**config.mk**
```make
export PLATFORM = sky130hd
export DESIGN_NAME = flag_gen_stage
export DESIGN_NICKNAME = d
export VERILOG_FILES = /design/src/rtl/flag_gen_stage_pkg.sv /design/src/rtl/flag_alu.sv /design/src/rtl/flag_gen_stage.sv
export SDC_FILE = /design/constraint.sdc
export NUM_CORES = 1
export LEC_CHECK = 0
export BUFFER_PORTS_ARGS = -buffer_cell sky130_fd_sc_hd__buf_2
export CAP_MARGIN = 0
export CORE_UTILIZATION = 49
export DETAILED_ROUTE_END_ITERATION = 8
export PLACE_DENSITY = 0.78
export REMOVE_ABC_BUFFERS = 1
export SLEW_MARGIN = 20
export SYNTH_ARGS = -nofsm -noshare
export SYNTH_HDL_FRONTEND = slang
export SYNTH_SLANG_ARGS = --single-unit
```
**constraint.sdc**
```tcl
create_clock -name clk -period 4.6 [get_ports clk]
set_clock_uncertainty 0.1 [all_clocks]
set_input_delay 1.15 -clock clk [delete_from_list [all_inputs] [get_ports clk]]
set_output_delay 1.15 -clock clk [all_outputs]
set_load 0.1 [all_outputs]
```
**src/rtl/flag_gen_stage_pkg.sv**
```systemverilog
// Shared definitions for the execute-stage flag generator: op codes,
// branch codes (same encoding the branch-condition evaluator decodes)
// and the condition-flag bundle.
package flag_gen_stage_pkg;

   localparam int unsigned DW_DEF = 16;
   localparam int unsigned OP_W   = 3;
   localparam int unsigned BR_W   = 3;

   // Operation codes
   localparam logic [OP_W-1:0] OP_ADD    = 3'd0;
   localparam logic [OP_W-1:0] OP_SUB    = 3'd1;
   localparam logic [OP_W-1:0] OP_AND    = 3'd2;
   localparam logic [OP_W-1:0] OP_XOR    = 3'd3;
   localparam logic [OP_W-1:0] OP_PASS_A = 3'd4;
   localparam logic [OP_W-1:0] OP_ADDC   = 3'd5;

   // Branch codes
   localparam logic [BR_W-1:0] BR_NONE = 3'd0;
   localparam logic [BR_W-1:0] BR_JUMP = 3'd1;
   localparam logic [BR_W-1:0] BR_BEQZ = 3'd2;
   localparam logic [BR_W-1:0] BR_BNEZ = 3'd3;
   localparam logic [BR_W-1:0] BR_BLTZ = 3'd4;
   localparam logic [BR_W-1:0] BR_BGEZ = 3'd5;
   localparam logic [BR_W-1:0] BR_BSCO = 3'd6;

   typedef struct packed {
      logic sf;
      logic zf;
      logic of;
      logic cf;
   } flags_t;

endpackage

```
**src/rtl/flag_alu.sv**
```systemverilog
// Combinational ALU producing a DW-bit result plus SF/ZF/OF/CF.
// Ports: op (op code), a/b (operands), cin (carry for ADDC),
//        r (result), flags (sf, zf, of, cf).
module flag_alu
   import flag_gen_stage_pkg::*;
#(
   parameter int unsigned DW = DW_DEF
) (
   input  logic [OP_W-1:0] op,
   input  logic [DW-1:0]   a,
   input  logic [DW-1:0]   b,
   input  logic            cin,
   output logic [DW-1:0]   r,
   output flags_t          flags
);

   localparam int unsigned SW = DW + 1;

   logic [DW-1:0] b_eff;
   logic          c_eff;
   logic [DW:0]   sum;

   // One shared adder: SUB is a + ~b + 1, ADDC folds in the carry input
   always_comb begin
      b_eff = b;
      c_eff = 1'b0;
      if (op == OP_SUB) begin
         b_eff = ~b;
         c_eff = 1'b1;
      end else if (op == OP_ADDC) begin
         c_eff = cin;
      end
   end

   assign sum = SW'(a) + SW'(b_eff) + SW'(c_eff);

   // Result and flag selection
   always_comb begin
      r        = '0;
      flags.cf = 1'b0;
      flags.of = 1'b0;
      case (op)
         OP_ADD, OP_ADDC: begin
            r        = sum[DW-1:0];
            flags.cf = sum[DW];
            flags.of = (a[DW-1] == b[DW-1]) & (sum[DW-1] != a[DW-1]);
         end
         OP_SUB: begin
            r        = sum[DW-1:0];
            flags.cf = sum[DW];
            flags.of = (a[DW-1] != b[DW-1]) & (sum[DW-1] != a[DW-1]);
         end
         OP_AND:    r = a & b;
         OP_XOR:    r = a ^ b;
         OP_PASS_A: r = a;
         default:   r = '0;
      endcase
      flags.sf = r[DW-1];
      flags.zf = (r == '0);
   end

endmodule

```
**src/rtl/flag_gen_stage.sv**
```systemverilog
// Execute stage: one valid/ready slot holding ALU result, flags and branch
// code, plus the architectural flag register updated on slot transfer.
// Ports: in_valid/in_ready, op, a, b, flag_we, branch_in, flush (upstream);
//        out_valid/out_ready, result, sf/zf/of/cf, branch_out (downstream);
//        arch_sf/zf/of/cf (architectural flags).
// Optional FLAG_STICKY_OVF_EN adds ovf_clr (in) and ovf_sticky (out).
module flag_gen_stage
   import flag_gen_stage_pkg::*;
#(
   parameter int unsigned DW = DW_DEF
) (
   input  logic            clk,
   input  logic            rst_n,
   input  logic            in_valid,
   output logic            in_ready,
   input  logic [OP_W-1:0] op,
   input  logic [DW-1:0]   a,
   input  logic [DW-1:0]   b,
   input  logic            flag_we,
   input  logic [BR_W-1:0] branch_in,
   input  logic            flush,
   output logic            out_valid,
   input  logic            out_ready,
   output logic [DW-1:0]   result,
   output logic            sf,
   output logic            zf,
   output logic            of,
   output logic            cf,
   output logic [BR_W-1:0] branch_out,
   output logic            arch_sf,
   output logic            arch_zf,
   output logic            arch_of,
   output logic            arch_cf
`ifdef FLAG_STICKY_OVF_EN
   ,
   input  logic            ovf_clr,
   output logic            ovf_sticky
`endif
);

   logic            valid_q,  valid_d;
   logic [DW-1:0]   result_q, result_d;
   flags_t          flags_q,  flags_d;
   logic [BR_W-1:0] branch_q, branch_d;
   logic            fwe_q,    fwe_d;
   flags_t          arch_q,   arch_d;

   logic [DW-1:0]   alu_r;
   flags_t          alu_flags;
   logic            accept;
   logic            xfer;
   logic            arch_upd;

   flag_alu #(.DW(DW)) u_alu (
      .op    (op),
      .a     (a),
      .b     (b),
      .cin   (arch_q.cf),
      .r     (alu_r),
      .flags (alu_flags)
   );

   assign in_ready = ~valid_q | out_ready;
   assign accept   = in_valid & in_ready;
   assign xfer     = valid_q & out_ready;
   // A slot killed by flush must not leave its flags behind
   assign arch_upd = xfer & fwe_q & ~flush;

   // Slot and architectural register next-state
   always_comb begin
      valid_d  = valid_q;
      result_d = result_q;
      flags_d  = flags_q;
      branch_d = branch_q;
      fwe_d    = fwe_q;
      arch_d   = arch_q;

      if (flush) begin
         valid_d = 1'b0;
      end else if (accept) begin
         valid_d  = 1'b1;
         result_d = alu_r;
         flags_d  = alu_flags;
         branch_d = branch_in;
         fwe_d    = flag_we;
      end else if (xfer) begin
         valid_d = 1'b0;
      end

      if (arch_upd) begin
         arch_d = flags_q;
      end
   end

   always_ff @(posedge clk or negedge rst_n) begin
      if (!rst_n) begin
         valid_q  <= 1'b0;
         result_q <= '0;
         flags_q  <= '0;
         branch_q <= BR_NONE;
         fwe_q    <= 1'b0;
         arch_q   <= '0;
      end else begin
         valid_q  <= valid_d;
         result_q <= result_d;
         flags_q  <= flags_d;
         branch_q <= branch_d;
         fwe_q    <= fwe_d;
         arch_q   <= arch_d;
      end
   end

   assign out_valid  = valid_q;
   assign result     = result_q;
   assign sf         = flags_q.sf;
   assign zf         = flags_q.zf;
   assign of         = flags_q.of;
   assign cf         = flags_q.cf;
   assign branch_out = branch_q;
   assign arch_sf    = arch_q.sf;
   assign arch_zf    = arch_q.zf;
   assign arch_of    = arch_q.of;
   assign arch_cf    = arch_q.cf;

`ifdef FLAG_STICKY_OVF_EN
   logic sticky_q, sticky_d;

   // Set wins over a same-cycle clear
   always_comb begin
      sticky_d = sticky_q;
      if (arch_upd & flags_q.of) begin
         sticky_d = 1'b1;
      end else if (ovf_clr) begin
         sticky_d = 1'b0;
      end
   end

   always_ff @(posedge clk or negedge rst_n) begin
      if (!rst_n) begin
         sticky_q <= 1'b0;
      end else begin
         sticky_q <= sticky_d;
      end
   end

   assign ovf_sticky = sticky_q;
`endif

endmodule

```
==> run summary, run 1 <==
Run status - complete, no violations
Root Buffer - clkbuf_8
VDD IR max - 0.2429 mV
Arr. time, crit path - 4.34 ns
TritonCTS clock tree - built
Cell variety after synth - 55
Grt total ovfl - 0
Register area share after synthesis - 26.37%
Layout net count - 446
Min-Delay Path Class - reg -> reg
Minimum clock period - 4.270 ns
CTS clk-pin slew, worst paths - 0.09 ns
RSZ-0062 raised after global routing - no
Global placer's final weighted congestion - 0.9196
Hold buffers post-CTS - 0
Vias per Instance - 5.651
Synth top area share - 26.37%
Worst-path fanout max - 16
Number of setup buffers added after CTS - 0
Slew @ Worst Pin - 1.025 ns
Remaining DRCs - 0
Dpl hpwl - 5.227 mm
Register bit total from synthesis - 28
Startpoint type of the worst setup path - input port
Area growth syn-to-layout - 18.74%
CTS max path bufs - 2
Fillers - 485
Fin crit share - 92.83%
Remaining antenna violation count - 0
Post-synth EDFFs - 0
Die area - 5722 um^2
Final WS setup - 0.3298 ns
Clock sink count - 28
Vias - 2464
CTS H-Tree Depth - 1
Syn. warnings - 0
Number of detailed-route iterations in the first pass - 4
# diodes - 0
Final Hold Fails - 0
Setup crit end kind - flip-flop
Total power - 1188 uW
Initial Util - 51.38%
Relative max-transition margin - 31.39%
Fin. max-slew vios - 0
# setup viols final - 0
Max Freq - 234.2 MHz
Mapped Avg Cell Area - 8.948 um^2
Global Route Usage Sum - 24.50%
Share of cells above drive strength 1 - 26.50%
WP data required - 4.67 ns
IO buf count - 72
DRT Wirelength - 6.543 mm
Initial antenna violation count - 0
Post-synth ARST share - 100.0%
Drt initial violations - 143
Die W - 75.65 um
CTS buffer count - 3
Dpl ws - -0.03936 ns
FP Rows - 26
Die height - 75.65 um
Vias in the first global route - 2259
Max Cap Viol - 0
Post-CTS sizing - 0
Core Region - 5172 um^2
Cell count after synthesis - 297
Synth Cell Area - 2658 um^2
Pleak - 0.001620 uW
Main synth FF type - dfrtp_1
Power Density - 376.4 nW/um^2
Yosys top cell by area - dfrtp_1
Worst-skew pair later-pin latency - 0.27 ns
Synth top area cells - dfrtp_1 26%, ha_1 15%, nand2_1 7.1%
First-pass GRT wire length - 10.63 mm
Largest net degree at the start of global routing - 30
Crit Path Category - in -> reg
# IOs - 73
Routed len/inst - 15.01 um
-- state kept, by name (all words and copies together), names as in the netlist --
name and flops:
arch_cf 1, arch_of 1, arch_sf 1, arch_zf 1, branch_out 3, cf 1
fwe_q 1, of 1, out_valid 1, result 16, zf 1
-- metrics by stage --
step / TNS (ns) / cell area (um^2) / hold WS [ns] / std cells / utilization, %
after floorplan: -1.746 / 2608 / 0.3456 / 285 / -
after global placement: 0 / 3108 / 0.3515 / 433 / 60.09
after detailed placement: -0.03936 / 3108 / 0.3585 / 433 / 60.09
after CTS: 0 / 3149 / 0.3792 / 436 / 60.89
after global routing: 0 / 3156 / 0.4085 / 436 / 61.01
final: 0 / 3156 / 0.3730 / 436 / 61.01
-- final timing paths --
| kind | from | endpoint | slack (ns) | depth (start not counted) |
|---|---|---|---|---|
| setup / recovery | op[1] | zf$_DFFE_PN0P_ | 0.33 | 14 |
| hold / removal | branch_out[0]$_DFFE_PN0P_ | branch_out[0]$_DFFE_PN0P_ | 0.37 | 2 |
| setup reg to reg | arch_cf$_DFFE_PN0P_ | zf$_DFFE_PN0P_ | 1.17 | 12 |
| hold reg to reg | branch_out[0]$_DFFE_PN0P_ | branch_out[0]$_DFFE_PN0P_ | 0.37 | 2 |
| max in group asynchronous | rst_n | result[9]$_DFFE_PN0P_ | 3.23 | 1 |
| min in group asynchronous | rst_n | fwe_q$_DFFE_PN0P_ | 0.78 | 1 |
-- kinds of logic (layout without fill, tap and decap cells) --
logic type      after synthesis  after routing  synth area share (%)
mux                          22             22                 8.521
compound gates               71             71                 19.92
flops                        28             28                 26.37
fa+ha+maj                    34             34                 16.57
simple gates                 96             96                 16.29
buf+inv                      16             85                 2.448
xor+xnor                     30             30                 9.887
-- cell type report --
class / instances / area [um^2] / share of cell area, %
Clock buffer: 3 / 41.29 / 1.308
Inverter: 4 / 15.01 / 0.4758
Multi-Input combinational cell: 253 / 1906 / 60.39
Sequential cell: 28 / 700.7 / 22.20
Tap cell: 70 / 87.58 / 2.776
Timing Repair Buffer: 78 / 405.4 / 12.85
-- per-layer routing --
layer | vias to the layer above | GRT usage [%] | share of wire [%]
li1 | 1214 | - | -
met1 | 1148 | 33.03 | 46
met2 | 87 | 42.46 | 46
met3 | 15 | 1.058 | 5.0
met4 | 0 | 7.819 | 2.3
met5 | - | 0 | 0
-- synthesized netlist by cell type, types with 4 or more instances --
cell	n
clkbuf_1	8
a31oi_1	4
mux2i_1	17
nand3_1	4
xor2_1	21
dfrtp_1	28
xnor2_1	9
o21ai_0	19
nor2_1	19
mux2_2	5
inv_1	4
ha_1	32
nand2_1	50
a21oi_1	13
-- placed cells by master, fill, tap and decap left out, types with 2 or more instances in the layout --
master / instances
buf_2: 72
nand2_1: 50
ha_1: 32
dfrtp_1: 28
xor2_1: 21
o21ai_0: 19
nor2_1: 18
mux2i_1: 17
a21oi_1: 13
xnor2_1: 9
buf_4: 6
mux2_2: 5
inv_1: 4
a31oi_1: 4
nand3_1: 4
nor2b_1: 3
a21o_1: 3
a211oi_1: 3
or3_1: 3
clkbuf_8: 3
nand2b_1: 2
nor3b_1: 2
a211o_1: 2
o21a_1: 2
o22ai_1: 2
and3_1: 2
nor3_1: 2
a221oi_2: 2
a22oi_1: 2
o221ai_1: 2
a221oi_1: 2
nand4_1: 2
fa_1: 2
-- critical path: stages --
cell	delay, ns
buf_2	0.10
nand2b_1	0.18
nor2_2	0.13
buf_4	0.30
xor2_1	0.26
ha_1	0.32
a211oi_1	0.24
a21oi_1	0.17
o311ai_4	0.31
a21boi_1	0.13
o211a_1	0.25
nor3b_1	0.14
a311o_1	0.35
o41ai_2	0.31
-- power breakdown --
group | total, uW | switching, uW | internal, uW
registers | 318 | 26.1 | 292
clock network | 127 | 68.0 | 58.6
logic | 743 | 564 | 179
total | 1190 | 658 | 530
No activity file was read; power rests on OpenSTA's default activity.
==> run 2: changes to the inputs <==
--- a/config.mk
+++ b/config.mk
@@ -5,6 +5,7 @@
 export SDC_FILE = /design/constraint.sdc
 export NUM_CORES = 1
 export LEC_CHECK = 0
+export ABC_AREA = 1
 export BUFFER_PORTS_ARGS = -buffer_cell sky130_fd_sc_hd__buf_2
 export CAP_MARGIN = 0
 export CORE_UTILIZATION = 49
==> run summary, run 2 <==
Pint - 561.3 uW (was 529.6 uW)
Post-synth EDFFs - 0 (unchanged)
Dpl hpwl - 5.963 mm (was 5.227 mm)
Die height - 78.82 um (was 75.65 um)
Most frequent cells in the layout - 157 x nand2_1, 72 x buf_2, 53 x inv_1 (was 72 x buf_2, 50 x nand2_1, 32 x ha_1)
# setup viols final - 0 (unchanged)
Largest net degree at the start of global routing - 29 (was 30)
Initial antenna violation count - 0 (unchanged)
Reg2reg end - zf$_DFFE_PN0P_ (unchanged)
Global placer's final weighted congestion - 0.8802 (was 0.9196)
Main synth FF type - dfrtp_1 (unchanged)
CP top delay family - simple AND/OR/NAND/NOR gates (was compound AO/OA/AOI/OAI gates)
Worst-path fanout max - 10 (was 16)
Final Cell Area - 3369 um^2 (was 3156 um^2)
Cell variety after synth - 29 (was 55)
Hold buffers post-CTS - 0 (unchanged)
Die W - 78.82 um (was 75.65 um)
Most Crowded Layer GR - met2 (unchanged)
Setup crit end kind - flip-flop (unchanged)
CP peak stage delay - 0.49 ns (was 0.35 ns)
Max reg flops - 16 (unchanged)
Number of detailed-route iterations in the first pass - 4 (unchanged)
Grt total ovfl - 0 (unchanged)
Clock sink count - 28 (unchanged)
Root Buffer - clkbuf_8 (unchanged)
# diodes - 0 (unchanged)
Synth top area share - 24.23% (was 26.37%)
TritonCTS clock tree - built (unchanged)
Synth top area cells - dfrtp_1 24%, nand2_1 20%, ha_1 14% (was dfrtp_1 26%, ha_1 15%, nand2_1 7.1%)
Post-DP Area - 3298 um^2 (was 3108 um^2)
Clock Power Share - 15.7% (was 10.7%)
VDD IR max - 0.2612 mV (was 0.2429 mV)
Fin. max-slew vios - 0 (unchanged)
CP Capture Point - zf$_DFFE_PN0P_ (unchanged)
Die area - 6213 um^2 (was 5722 um^2)
Final WS setup - 0.7151 ns (was 0.3298 ns)
DRT Wirelength - 7.478 mm (was 6.543 mm)
Core Region - 5608 um^2 (was 5172 um^2)
CTS buffer count - 3 (unchanged)
RSZ-0062 raised after global routing - no (unchanged)
Post-CTS sizing - 0 (unchanged)
Combinational Power Share - 58.5% (was 62.6%)
Sequential power share - 25.8% (was 26.8%)
Most common cell after layout, fill and taps aside - nand2_1 (was buf_2)
Sw power - 652.0 uW (was 658.1 uW)
Grt met3 use - 1.724% (was 1.058%)
Area growth syn-to-layout - 16.53% (was 18.74%)
Max Freq - 257.4 MHz (was 234.2 MHz)
Most common cell in the netlist - nand2_1 (unchanged)
Synth Cell Area - 2892 um^2 (was 2658 um^2)
Share of cells above drive strength 1 - 18.00% (was 26.50%)
CP Cell Sequence - buf_2 -> inv_1 -> nor2_1 -> nand2_1 -> xnor2_1 -> fa_1 -> fa_1 -> or2_2 -> nand3_1 -> nand4_1 -> nor2_1 -> nand2_1 -> nor2_1 -> nand3_1 -> nor2_1 -> nand3_1 -> nand2_1 (was buf_2 -> nand2b_1 -> nor2_2 -> buf_4 -> xor2_1 -> ha_1 -> a211oi_1 -> a21oi_1 -> o311ai_4 -> a21boi_1 -> o211a_1 -> nor3b_1 -> a311o_1 -> o41ai_2)
Initial Util - 51.56% (was 51.38%)
Register area share after synthesis - 24.23% (was 26.37%)
Stages on worst setup path - 17 (was 14)
Reg-to-Reg Start - arch_cf$_DFFE_PN0P_ (unchanged)
Remaining DRCs - 0 (unchanged)
Syn. warnings - 0 (unchanged)
Run status - complete, no violations (unchanged)
Min-Delay Path Class - reg -> reg (unchanged)
Yosys top cell by area - dfrtp_1 (unchanged)
FP Rows - 27 (was 26)
Global-route track usage on met2 - 43.30% (was 42.46%)
Number of setup buffers added after CTS - 0 (unchanged)
Worst Reg-to-Reg Cells - 14 (was 12)
TNS Setup - 0 ns (unchanged)
Minimum clock period - 3.885 ns (was 4.270 ns)
Pleak - 0.001943 uW (was 0.001620 uW)
Switching Share - 53.74% (was 55.41%)
CTS clk-pin slew, worst paths - 0.09 ns (about the same)
Slew @ Worst Pin - 0.8836 ns (was 1.025 ns)
Drt initial violations - 161 (was 143)
Layout net count - 590 (was 446)
Crit Path Category - in -> reg (unchanged)
Post-synth ARST share - 100.0% (unchanged)
Critical Path Start - op[0] (was op[1])
Register bit total from synthesis - 28 (unchanged)
Routed len/inst - 12.83 um (was 15.01 um)
Routing usage on met1 - 34.41% (was 33.03%)
Final Hold Fails - 0 (unchanged)
Global Route Usage Sum - 24.93% (was 24.50%)
# IOs - 73 (unchanged)
Dpl ws - 0.4293 ns (was -0.03936 ns)
Arr. time, crit path - 4.01 ns (was 4.34 ns)
Synth top cells by count - 157 x nand2_1, 53 x inv_1, 34 x nand3_1 (was 50 x nand2_1, 32 x ha_1, 28 x dfrtp_1)
WP data required - 4.72 ns (was 4.67 ns)
Worst-skew pair later-pin latency - 0.27 ns (about the same)
Fillers - 564 (was 485)
CTS H-Tree Depth - 1 (unchanged)
Mapped Avg Cell Area - 6.542 um^2 (was 8.948 um^2)
Startpoint type of the worst setup path - input port (unchanged)
Relative max-transition margin - 41.09% (was 31.39%)
Reg2reg setup slack - 1.88 ns (was 1.17 ns)
Vias - 3095 (was 2464)
First-pass GRT wire length - 12.43 mm (was 10.63 mm)
CTS max path bufs - 2 (unchanged)
Power Density - 360.1 nW/um^2 (was 376.4 nW/um^2)
Fin crit share - 84.45% (was 92.83%)
IO buf count - 72 (unchanged)
Highest-delay cell along the critical path - fa_1 (was a311o_1)
Remaining antenna violation count - 0 (unchanged)
Cell count after synthesis - 442 (was 297)
Vias per Instance - 5.309 (was 5.651)
Vias in the first global route - 2779 (was 2259)
Max Cap Viol - 0 (unchanged)
Buf+Inv Stages, Crit Path - 2 (unchanged)
Most frequent CP cell - nor2_1
-- run 2: changes by cell type after synthesis, sizes merged, moves of 7 or more --
cell and delta:
nand2 +108, mux2i -17, nand4 +9, inv +53, nor2 +13, xor2 -21
xnor2 +7, nand3 +30, a21oi +9
-- run 2: how the worst min path moves through the flow --
stage                              start                        end  cells after the start
3_5_place_dp   branch_out[1]$_DFFE_PN0P_  branch_out[1]$_DFFE_PN0P_                      2
4_1_cts        branch_out[1]$_DFFE_PN0P_  branch_out[1]$_DFFE_PN0P_                      2
3_3_place_gp   branch_out[1]$_DFFE_PN0P_  branch_out[1]$_DFFE_PN0P_                      2
5_1_grt        branch_out[1]$_DFFE_PN0P_  branch_out[1]$_DFFE_PN0P_                      2
2_1_floorplan          fwe_q$_DFFE_PN0P_          fwe_q$_DFFE_PN0P_                      2
6_report       branch_out[1]$_DFFE_PN0P_  branch_out[1]$_DFFE_PN0P_                      2
-- run 2: per-stage QoR --
stage                     power [uW]  hold WS (ns)  std cells  utilization, %
final                           1213        0.3816        583           60.08
after global routing            1286        0.4036        583           60.08
after CTS                       1213        0.3853        583           60.08
after detailed placement        1024        0.3641        579           58.81
after global placement          1012        0.3569        579           58.81
after floorplan                875.1        0.3489        433               -
-- run 2: cells by family after synthesis --
family / Yosys count / share of synthesized area, %
AOI/OAI and AO/OA: 52 / 10.47
and+or+nand+nor: 244 / 35.27
adders and majority gates: 34 / 15.23
buffers and inverters: 67 / 9.562
muxes: 1 / 0.3894
DFF: 28 / 24.23
xor gates and xnor gates: 16 / 4.846
-- run 2: per-layer routing --
layer	up-vias	wire, um
met3	5	397
met1	1428	3536
met4	0	40
met2	95	3503
li1	1567	-
met5	-	0
-- run 2: power by group through the flow --
stage	combinational, uW	clock, uW	sequential [uW]
after CTS	709	190	313
final	710	190	313
after detailed placement	706	0	318
after floorplan	240	0	635
after global routing	766	202	318
after global placement	696	0	316
-- run 2: final cells by class --
class	instances	area [um^2]	share of cell area [%]
multi-input cells	347	1914	56.81
flip-flops and latches	28	700.7	20.79
repair buffers	74	375.4	11.14
inverters	58	217.7	6.461
well taps	72	90.09	2.674
clock buffers	3	41.29	1.225
clock inverters	1	30.03	0.8912
-- run 2: worst reg2reg max path, cell delays in order, from the launching register on --
cell	delay, ns
dfrtp_1	0.44
nand2_1	0.09
nand2_1	0.06
fa_1	0.47
fa_1	0.40
or2_2	0.30
nand3_1	0.08
nand4_1	0.12
nor2_1	0.12
nand2_1	0.06
nor2_1	0.09
nand3_1	0.07
nor2_1	0.14
nand3_1	0.09
nand2_1	0.06
